## src/rtl/prog_loader_if.sv

```systemverilog
// prog_loader_if: bundles the source-byte handshake, program-memory write
// port and status flags of prog_loader.
//   Source side : start, in_valid, in_data[7:0], in_last  -> loader
//                 in_ready                                <- loader
//   Memory side : prog_we, prog_addr, prog_wr[7:0]        <- loader
//   Status      : prog_len, busy, loaded, error           <- loader
// Modports: master = the feeder/consumer environment, slave = the loader.
interface prog_loader_if #(
  parameter int PROG_ADDR_WIDTH = 10
);
  logic                       start;
  logic                       in_valid;
  logic [7:0]                 in_data;
  logic                       in_last;
  logic                       in_ready;
  logic                       prog_we;
  logic [PROG_ADDR_WIDTH-1:0] prog_addr;
  logic [7:0]                 prog_wr;
  logic [PROG_ADDR_WIDTH-1:0] prog_len;
  logic                       busy;
  logic                       loaded;
  logic                       error;

  modport master (
    output start, in_valid, in_data, in_last,
    input  in_ready, prog_we, prog_addr, prog_wr, prog_len, busy, loaded, error
  );

  modport slave (
    input  start, in_valid, in_data, in_last,
    output in_ready, prog_we, prog_addr, prog_wr, prog_len, busy, loaded, error
  );
endinterface

```

## src/rtl/prog_loader.sv

```systemverilog
// prog_loader: streams ASCII program text into a program memory, keeping
// only the eight command characters + - < > . , [ ] and appending a 0x00
// terminator once the final source byte has been seen.
// Ports:
//   clk   - single clock, all state on the rising edge
//   reset - asynchronous, active-high
//   bus   - prog_loader_if.slave (source handshake, memory write port,
//           prog_len and busy/loaded/error status)
// Parameters:
//   PROG_ADDR_WIDTH - program memory address width (last slot is always
//                     kept free for the terminator)
//   DEPTH_WIDTH     - bracket nesting counter width
// Build option:
//   PROG_LOADER_BRACKET_CHECK_EN - when defined, '[' / ']' nesting is
//   validated; unbalanced programs end with error=1 and loaded=0.
module prog_loader #(
  parameter int PROG_ADDR_WIDTH = 10,
  parameter int DEPTH_WIDTH     = 8
) (
  input logic           clk,
  input logic           reset,
  prog_loader_if.slave  bus
);

  typedef enum logic [1:0] {IDLE, RECV, DRAIN, TERM} state_t;

  localparam logic [PROG_ADDR_WIDTH-1:0] PtrMax = '1;

  if (PROG_ADDR_WIDTH < 2) begin : g_addr_width_check
    $error("prog_loader: PROG_ADDR_WIDTH must be at least 2");
  end
  if (DEPTH_WIDTH < 1) begin : g_depth_width_check
    $error("prog_loader: DEPTH_WIDTH must be at least 1");
  end

  state_t                     state;
  logic [PROG_ADDR_WIDTH-1:0] ptr;
  logic                       accept;
  logic                       is_cmd;
  logic                       bracket_err;

  assign accept = bus.in_valid && bus.in_ready;

  always_comb begin
    case (bus.in_data)
      8'h2B, 8'h2D, 8'h3C, 8'h3E, 8'h2E, 8'h2C, 8'h5B, 8'h5D: is_cmd = 1'b1;
      default:                                                is_cmd = 1'b0;
    endcase
  end

`ifdef PROG_LOADER_BRACKET_CHECK_EN
  localparam logic [DEPTH_WIDTH-1:0] DepthMax = '1;
  logic [DEPTH_WIDTH-1:0] depth;

  // A ']' with nothing open, or a '[' that would wrap the counter, makes the
  // program unusable; both are rejected before anything is written.
  assign bracket_err = (bus.in_data == 8'h5D && depth == '0) ||
                       (bus.in_data == 8'h5B && depth == DepthMax);
`else
  assign bracket_err = 1'b0;
`endif

  // NOTE: every register here is state, so the block uses only non-blocking
  // assignments; mixing in blocking ones would make the result depend on
  // statement order and simulate differently from the synthesised flops.
  always_ff @(posedge clk or posedge reset) begin
    if (reset) begin
      state         <= IDLE;
      ptr           <= '0;
      bus.in_ready  <= 1'b0;
      bus.prog_we   <= 1'b0;
      bus.prog_addr <= '0;
      bus.prog_wr   <= 8'h00;
      bus.prog_len  <= '0;
      bus.busy      <= 1'b0;
      bus.loaded    <= 1'b0;
      bus.error     <= 1'b0;
`ifdef PROG_LOADER_BRACKET_CHECK_EN
      depth         <= '0;
`endif
    end else begin
      // Write strobe is a single-cycle pulse; any branch issuing a write
      // overrides this default.
      bus.prog_we <= 1'b0;

      case (state)
        IDLE: begin
          if (bus.start) begin
            state        <= RECV;
            ptr          <= '0;
            bus.loaded   <= 1'b0;
            bus.error    <= 1'b0;
            bus.in_ready <= 1'b1;
            bus.busy     <= 1'b1;
`ifdef PROG_LOADER_BRACKET_CHECK_EN
            depth        <= '0;
`endif
          end
        end

        RECV: begin
          if (accept) begin
            if (is_cmd && (ptr == PtrMax || bracket_err)) begin
              // Rejected command: the load is dead. If this beat was also the
              // last one there is nothing left to drain.
              bus.error <= 1'b1;
              if (bus.in_last) begin
                state        <= IDLE;
                bus.in_ready <= 1'b0;
                bus.busy     <= 1'b0;
              end else begin
                state <= DRAIN;
              end
            end else begin
              if (is_cmd) begin
                bus.prog_we   <= 1'b1;
                bus.prog_addr <= ptr;
                bus.prog_wr   <= bus.in_data;
                ptr           <= ptr + 1'b1;
`ifdef PROG_LOADER_BRACKET_CHECK_EN
                if (bus.in_data == 8'h5B) begin
                  depth <= depth + 1'b1;
                end else if (bus.in_data == 8'h5D) begin
                  depth <= depth - 1'b1;
                end
`endif
              end
              if (bus.in_last) begin
                state        <= TERM;
                bus.in_ready <= 1'b0;
              end
            end
          end
        end

        DRAIN: begin
          if (accept && bus.in_last) begin
            state        <= IDLE;
            bus.in_ready <= 1'b0;
            bus.busy     <= 1'b0;
          end
        end

        TERM: begin
          bus.prog_we   <= 1'b1;
          bus.prog_addr <= ptr;
          bus.prog_wr   <= 8'h00;
          bus.prog_len  <= ptr;
          bus.busy      <= 1'b0;
          state         <= IDLE;
`ifdef PROG_LOADER_BRACKET_CHECK_EN
          if (depth != '0) begin
            bus.error  <= 1'b1;
            bus.loaded <= 1'b0;
          end else begin
            bus.loaded <= !bus.error;
          end
`else
          bus.loaded <= !bus.error;
`endif
        end

        default: begin
          state        <= IDLE;
          bus.in_ready <= 1'b0;
          bus.busy     <= 1'b0;
        end
      endcase
    end
  end

endmodule

```

## src/flat_wrapper.sv

```systemverilog
// flat-port wrapper written by rule: the top's interface ports become plain ports
module prog_loader_flat 
#(
  parameter int PROG_ADDR_WIDTH = 10,
  parameter int DEPTH_WIDTH     = 8
)
  (clk, reset, bus_start, bus_in_valid, bus_in_data, bus_in_last, bus_in_ready, bus_prog_we, bus_prog_addr, bus_prog_wr, bus_prog_len, bus_busy, bus_loaded, bus_error);
  prog_loader_if #(.PROG_ADDR_WIDTH(PROG_ADDR_WIDTH)) bus_i ();
  input logic clk;
  input logic reset;
  input wire logic [$bits(bus_i.start)-1:0] bus_start;
  input wire logic [$bits(bus_i.in_valid)-1:0] bus_in_valid;
  input wire logic [$bits(bus_i.in_data)-1:0] bus_in_data;
  input wire logic [$bits(bus_i.in_last)-1:0] bus_in_last;
  output wire logic [$bits(bus_i.in_ready)-1:0] bus_in_ready;
  output wire logic [$bits(bus_i.prog_we)-1:0] bus_prog_we;
  output wire logic [$bits(bus_i.prog_addr)-1:0] bus_prog_addr;
  output wire logic [$bits(bus_i.prog_wr)-1:0] bus_prog_wr;
  output wire logic [$bits(bus_i.prog_len)-1:0] bus_prog_len;
  output wire logic [$bits(bus_i.busy)-1:0] bus_busy;
  output wire logic [$bits(bus_i.loaded)-1:0] bus_loaded;
  output wire logic [$bits(bus_i.error)-1:0] bus_error;
  assign bus_i.start = bus_start;
  assign bus_i.in_valid = bus_in_valid;
  assign bus_i.in_data = bus_in_data;
  assign bus_i.in_last = bus_in_last;
  assign bus_in_ready = bus_i.in_ready;
  assign bus_prog_we = bus_i.prog_we;
  assign bus_prog_addr = bus_i.prog_addr;
  assign bus_prog_wr = bus_i.prog_wr;
  assign bus_prog_len = bus_i.prog_len;
  assign bus_busy = bus_i.busy;
  assign bus_loaded = bus_i.loaded;
  assign bus_error = bus_i.error;
  prog_loader #(.PROG_ADDR_WIDTH(PROG_ADDR_WIDTH), .DEPTH_WIDTH(DEPTH_WIDTH)) u_core (.clk(clk), .reset(reset), .bus(bus_i));
endmodule
```

## config.mk

```make
export PLATFORM = sky130hd
export DESIGN_NAME = prog_loader_flat
export DESIGN_NICKNAME = d
export VERILOG_FILES = /design/src/rtl/prog_loader_if.sv /design/src/rtl/prog_loader.sv /design/src/flat_wrapper.sv
export SDC_FILE = /design/constraint.sdc
export NUM_CORES = 1
export LEC_CHECK = 0
export CORE_MARGIN = 4
export CORE_UTILIZATION = 36
export DETAILED_ROUTE_END_ITERATION = 10
export GPL_TIMING_DRIVEN = 0
export PLACE_DENSITY = 0.63
export SLEW_MARGIN = 20
export SYNTH_ARGS = -nofsm -noshare
export SYNTH_HDL_FRONTEND = slang
export SYNTH_SLANG_ARGS = --single-unit
```

## constraint.sdc

```tcl
create_clock -name clk -period 2.1 [get_ports clk]
set_clock_uncertainty 0.1 [all_clocks]
set_input_delay 0.42 -clock clk [delete_from_list [all_inputs] [get_ports clk]]
set_output_delay 0.42 -clock clk [all_outputs]
set_load 0.005 [all_outputs]
```

==> results list <==
- H-tree level count: 2
- After detailed placement, the design holds a cell count of about 330.
- Total number of yosys warnings: 0
* Die boundary height: between 80 and 90 um
* Register area: approximately 1100 um2
- Clock-pin slew was measured on the worst setup and hold paths at ~0.080 ns.
- Final core area utilization: 0.515
* Reg2Reg Launch Point: u_core.ptr[4]$_DFFE_PP0P_
* Antenna Nets Post-Route: 0
* Average wire per standard cell: around 15 um
- Leading post-synthesis cells by cell area: dfrtp_1, mux2_2, mux2_4
- From synthesis to final layout, the design area changed by 37.3%.
* Final Instance Count excl. Fillers: roughly 350
- Main synth FF type: dfrtp_1
- The slowest stage of the critical path is the clkdlybuf4s50_1 cell.
* CTS tree: done
- For the worst-skew pair, the clock arrives at the later sink with an insertion delay of roughly 0.3 ns.
- Of the available clock period, the critical path in the final layout requires 0.985.
- The design draws between 3 and 4 mW.
- The share of synthesized area in the top cell type comes to 0.504.
- The number of global-route vias before repair came to about 1700.
- Cell taking the most area after synthesis: dfrtp_1
- Count of routing violations after the opening detailed-route iteration: slightly above 100
- Crit path from: bus_in_data[4]
- Vias after detailed routing: ~1800
* Detail-routed via count per cell: 5.31
* Worst setup path class: primary input to flip-flop
- In the global route stage, overall resource usage came out at 0.143.
- Type of element capturing the critical path: flip-flop
- The smallest clock period supported by the final layout is computed as 2.07 ns.
- Maximum clock path buffer count: 2
* Detailed-placement wirelength estimate: approximately 3.6 mm
- Register-to-register path setup slack: ~0.1 ns
* Worst hold path class: primary input to async pin
* Outcome: finished, final reports clean
- Transition time of the tightest slew-check pin: 0.551 ns
- Walking the worst path, the cells encountered are clkdlybuf4s50_1 -> and2_1 -> o21a_1 -> nor3b_4 -> nor2b_4 -> buf_8 -> mux2_4.
- Post-synthesis instance area: ~2200 um2
* Power Dens Cells: 981 nW/um2
- The pre-antenna-repair detailed-routing pass consisted of 4 iterations.
- IO Pins: 46
* Initial cell density of the core: 0.375
- Clock buffer count from CTS: 5
- The number of hold-slack violations in the final timing report came to 0.
- The tool flagged a number of max-cap violations equal to 0.
- Proportion of layout cells with a drive suffix above 1: 0.244
* Global-route wire length before repair: between 8 and 9 mm
- The congestion estimate from routability-driven global placement came to between 0.8 and 0.9.
- The final layout contains routed wiring with a total length of 5.21 mm.
- Grouping stages by cell kind, the critical path spends the most delay in buffers and inverters.
* Worst-case hold slack: just under 0.4 ns
- The count of final max-slew check failures is 0.
- After filler insertion, the fill cell instance count of the layout stands at about 550.
- Std cell rows: 28
- Summed over all cells, the static leakage comes to roughly 1.3 nW.
- Measured against its own limit, the worst slew margin works out to 0.632.
* Die area: between 7000 and 8000 um2
- Core region area: between 5000 and 6000 um2
* Critical Path Fanout Max: 10
- Port Buffer Count: 45
* Number of synthesized flops with an enable pin: 0
- Number of antenna violations at the first check in global routing: 0
* Sort of element at the start of the critical path: primary input
* Multi-input logic area: 1110 um2
- Entering global routing, the biggest net connects 25 pins.
* Root Buffer: clkbuf_8
- Total Negative Setup Slacks: 0 ns
- Crit path required time: about 2.2 ns
* Residual DRC: 0
- Fmax: between 400 and 500 MHz
- Number of instances in the synthesized netlist: approximately 210
- Final number of setup-violating endpoints: 0
* Net count after synthesis: between 200 and 250
* Number of antenna repair diodes: 0
* Average size of a mapped cell: 10.8 um2
* Delay of the slowest cell on the worst path: between 0.4 and 0.5 ns
- Arrival time of data at the critical path endpoint: ~2.2 ns
- Floorplan die width: around 87 um
* Grt total ovfl: 0
- After the last flow step, the layout net total stands at 287.
* Number of unique standard cell types used by synthesis: 46
- WP buf/inv: 2
- Of all flip-flops after synthesis, the portion carrying an async set or reset was 1.00.
* Clock sink total: 45
- Yosys reg bits: between 40 and 50
- For this run, the register share of the synthesized area comes to 0.504.
- VDD sags by at most between 0.0003 and 0.0004 V.
[what timing repair did]
action,4_1_cts,5_1_grt
setup endpoints to repair,30,25
buffers inserted,7,5
hold buffers,0,0
pin swaps,4,3
endpoints found under the hold margin,0,0
gates resized for setup,14,13
[logic make-up after synthesis]
kind of cell | Yosys count | synth area share
buffers and inverters | 18 | 0.0347
multiplexers | 18 | 0.101
AO/OA/AOI/OAI | 53 | 0.160
flip-flops | 45 | 0.504
adder cells (fa/ha/maj) | 5 | 0.0280
AND/OR/NAND/NOR | 67 | 0.172
[power breakdown]
group	total [mW]	internal [mW]	switching (mW)
logic	1.40	0.694	0.705
registers	1.08	0.986	0.0983
clock network	0.524	0.230	0.295
total	3.01	1.91	1.10
[metal layers]
metal	global-route usage	part of all wire	up-vias
met1	0.196	0.46	885
met3	0.0304	0.051	8
met2	0.225	0.47	61
met4	0.0467	0.018	0
li1	-	-	877
met5	0	0	-
[cell usage in the layout (no fill, tap or decap), types with 2 or more instances in the layout]
cell / netlist / routed
clkdlybuf4s50_1: 0 / 43
dfrtp_1: 45 / 41
nand2_1: 18 / 18
o21ai_0: 13 / 13
mux2_2: 12 / 12
buf_4: 0 / 12
nand3_1: 10 / 9
a21oi_1: 8 / 8
inv_1: 9 / 8
a31oi_1: 8 / 7
nand3b_1: 7 / 7
nor2_1: 6 / 6
mux2_4: 6 / 6
clkbuf_8: 0 / 5
ha_1: 5 / 4
dfrtp_2: 0 / 4
and2_1: 4 / 3
nand4_1: 3 / 3
or2_2: 3 / 3
o22ai_1: 3 / 3
nand2b_1: 3 / 2
o21a_1: 3 / 2
buf_2: 2 / 2
and3_1: 2 / 2
clkbuf_1: 5 / 2
a32o_1: 2 / 2
a21boi_0: 2 / 2
a2bb2oi_1: 2 / 2
nor4b_1: 2 / 2
clkinv_2: 0 / 2
[worst paths after layout]
check,endpoint,depth (start not counted)
worst max register to register,u_core.bus.prog_addr[8]$_DFFE_PP0P_,6
worst min register to register,u_core.bus.prog_wr[7]$_DFFE_PP0P_,1
min in group clk,u_core.bus.prog_wr[7]$_DFFE_PP0P_,1
max in group asynchronous,u_core.ptr[7]$_DFFE_PP0P_,3
worst max-delay path,u_core.bus.prog_addr[8]$_DFFE_PP0P_,7
worst min-delay path,u_core.bus.prog_wr[7]$_DFFE_PP0P_,2
[area by class of cell]
type,count,area share
clock inverter,3,0.00571
sequential,45,0.369
tap,75,0.0306
clock buffer,5,0.0224
timing repair buffer,58,0.186
inverter,9,0.0110
buffer,7,0.0135
multi-input combinational,143,0.362
[worst reg2reg max path, cell delays in order (launching register included)]
cell and delay [ns]:
dfrtp_1 0.45, nand2_1 0.20, o31a_1 0.35, nor3b_4 0.18
nor2b_4 0.15, buf_8 0.16, mux2_4 0.30
[metrics by stage]
stage               setup slack (ns)  instance area [um2]
floorplan                     0.0127                 2230
global placement              -0.509                 2780
detailed placement            -0.547                 2810
CTS                          0.00131                 3000
global route                -0.00737                 3070
finish                        0.0320                 3070
[sequential cells by signal, indices dropped and copies added, names as in the netlist]
register / count
u_core.bus.prog_len: 10
u_core.bus.prog_wr: 8
u_core.bus.prog_addr: 10
u_core.bus.busy: 1
u_core.bus.error: 1
u_core.bus.in_ready: 1
u_core.state: 2
u_core.bus.prog_we: 1
u_core.bus.loaded: 1
u_core.ptr: 10
[synthesized netlist by cell type (all sizes together), types with 3 or more instances]
cell / count
a31oi: 8
o22ai: 3
buf: 4
ha: 5
nand3b: 7
and2: 4
nand4: 3
a21oi: 8
mux2: 18
a21boi: 4
o21a: 3
clkbuf: 5
or2: 3
o21ai: 14
inv: 9
nand2: 18
nand3: 10
dfrtp: 45
nor2: 6
nand2b: 3
Note: power is estimated with default switching activity, not from simulation.
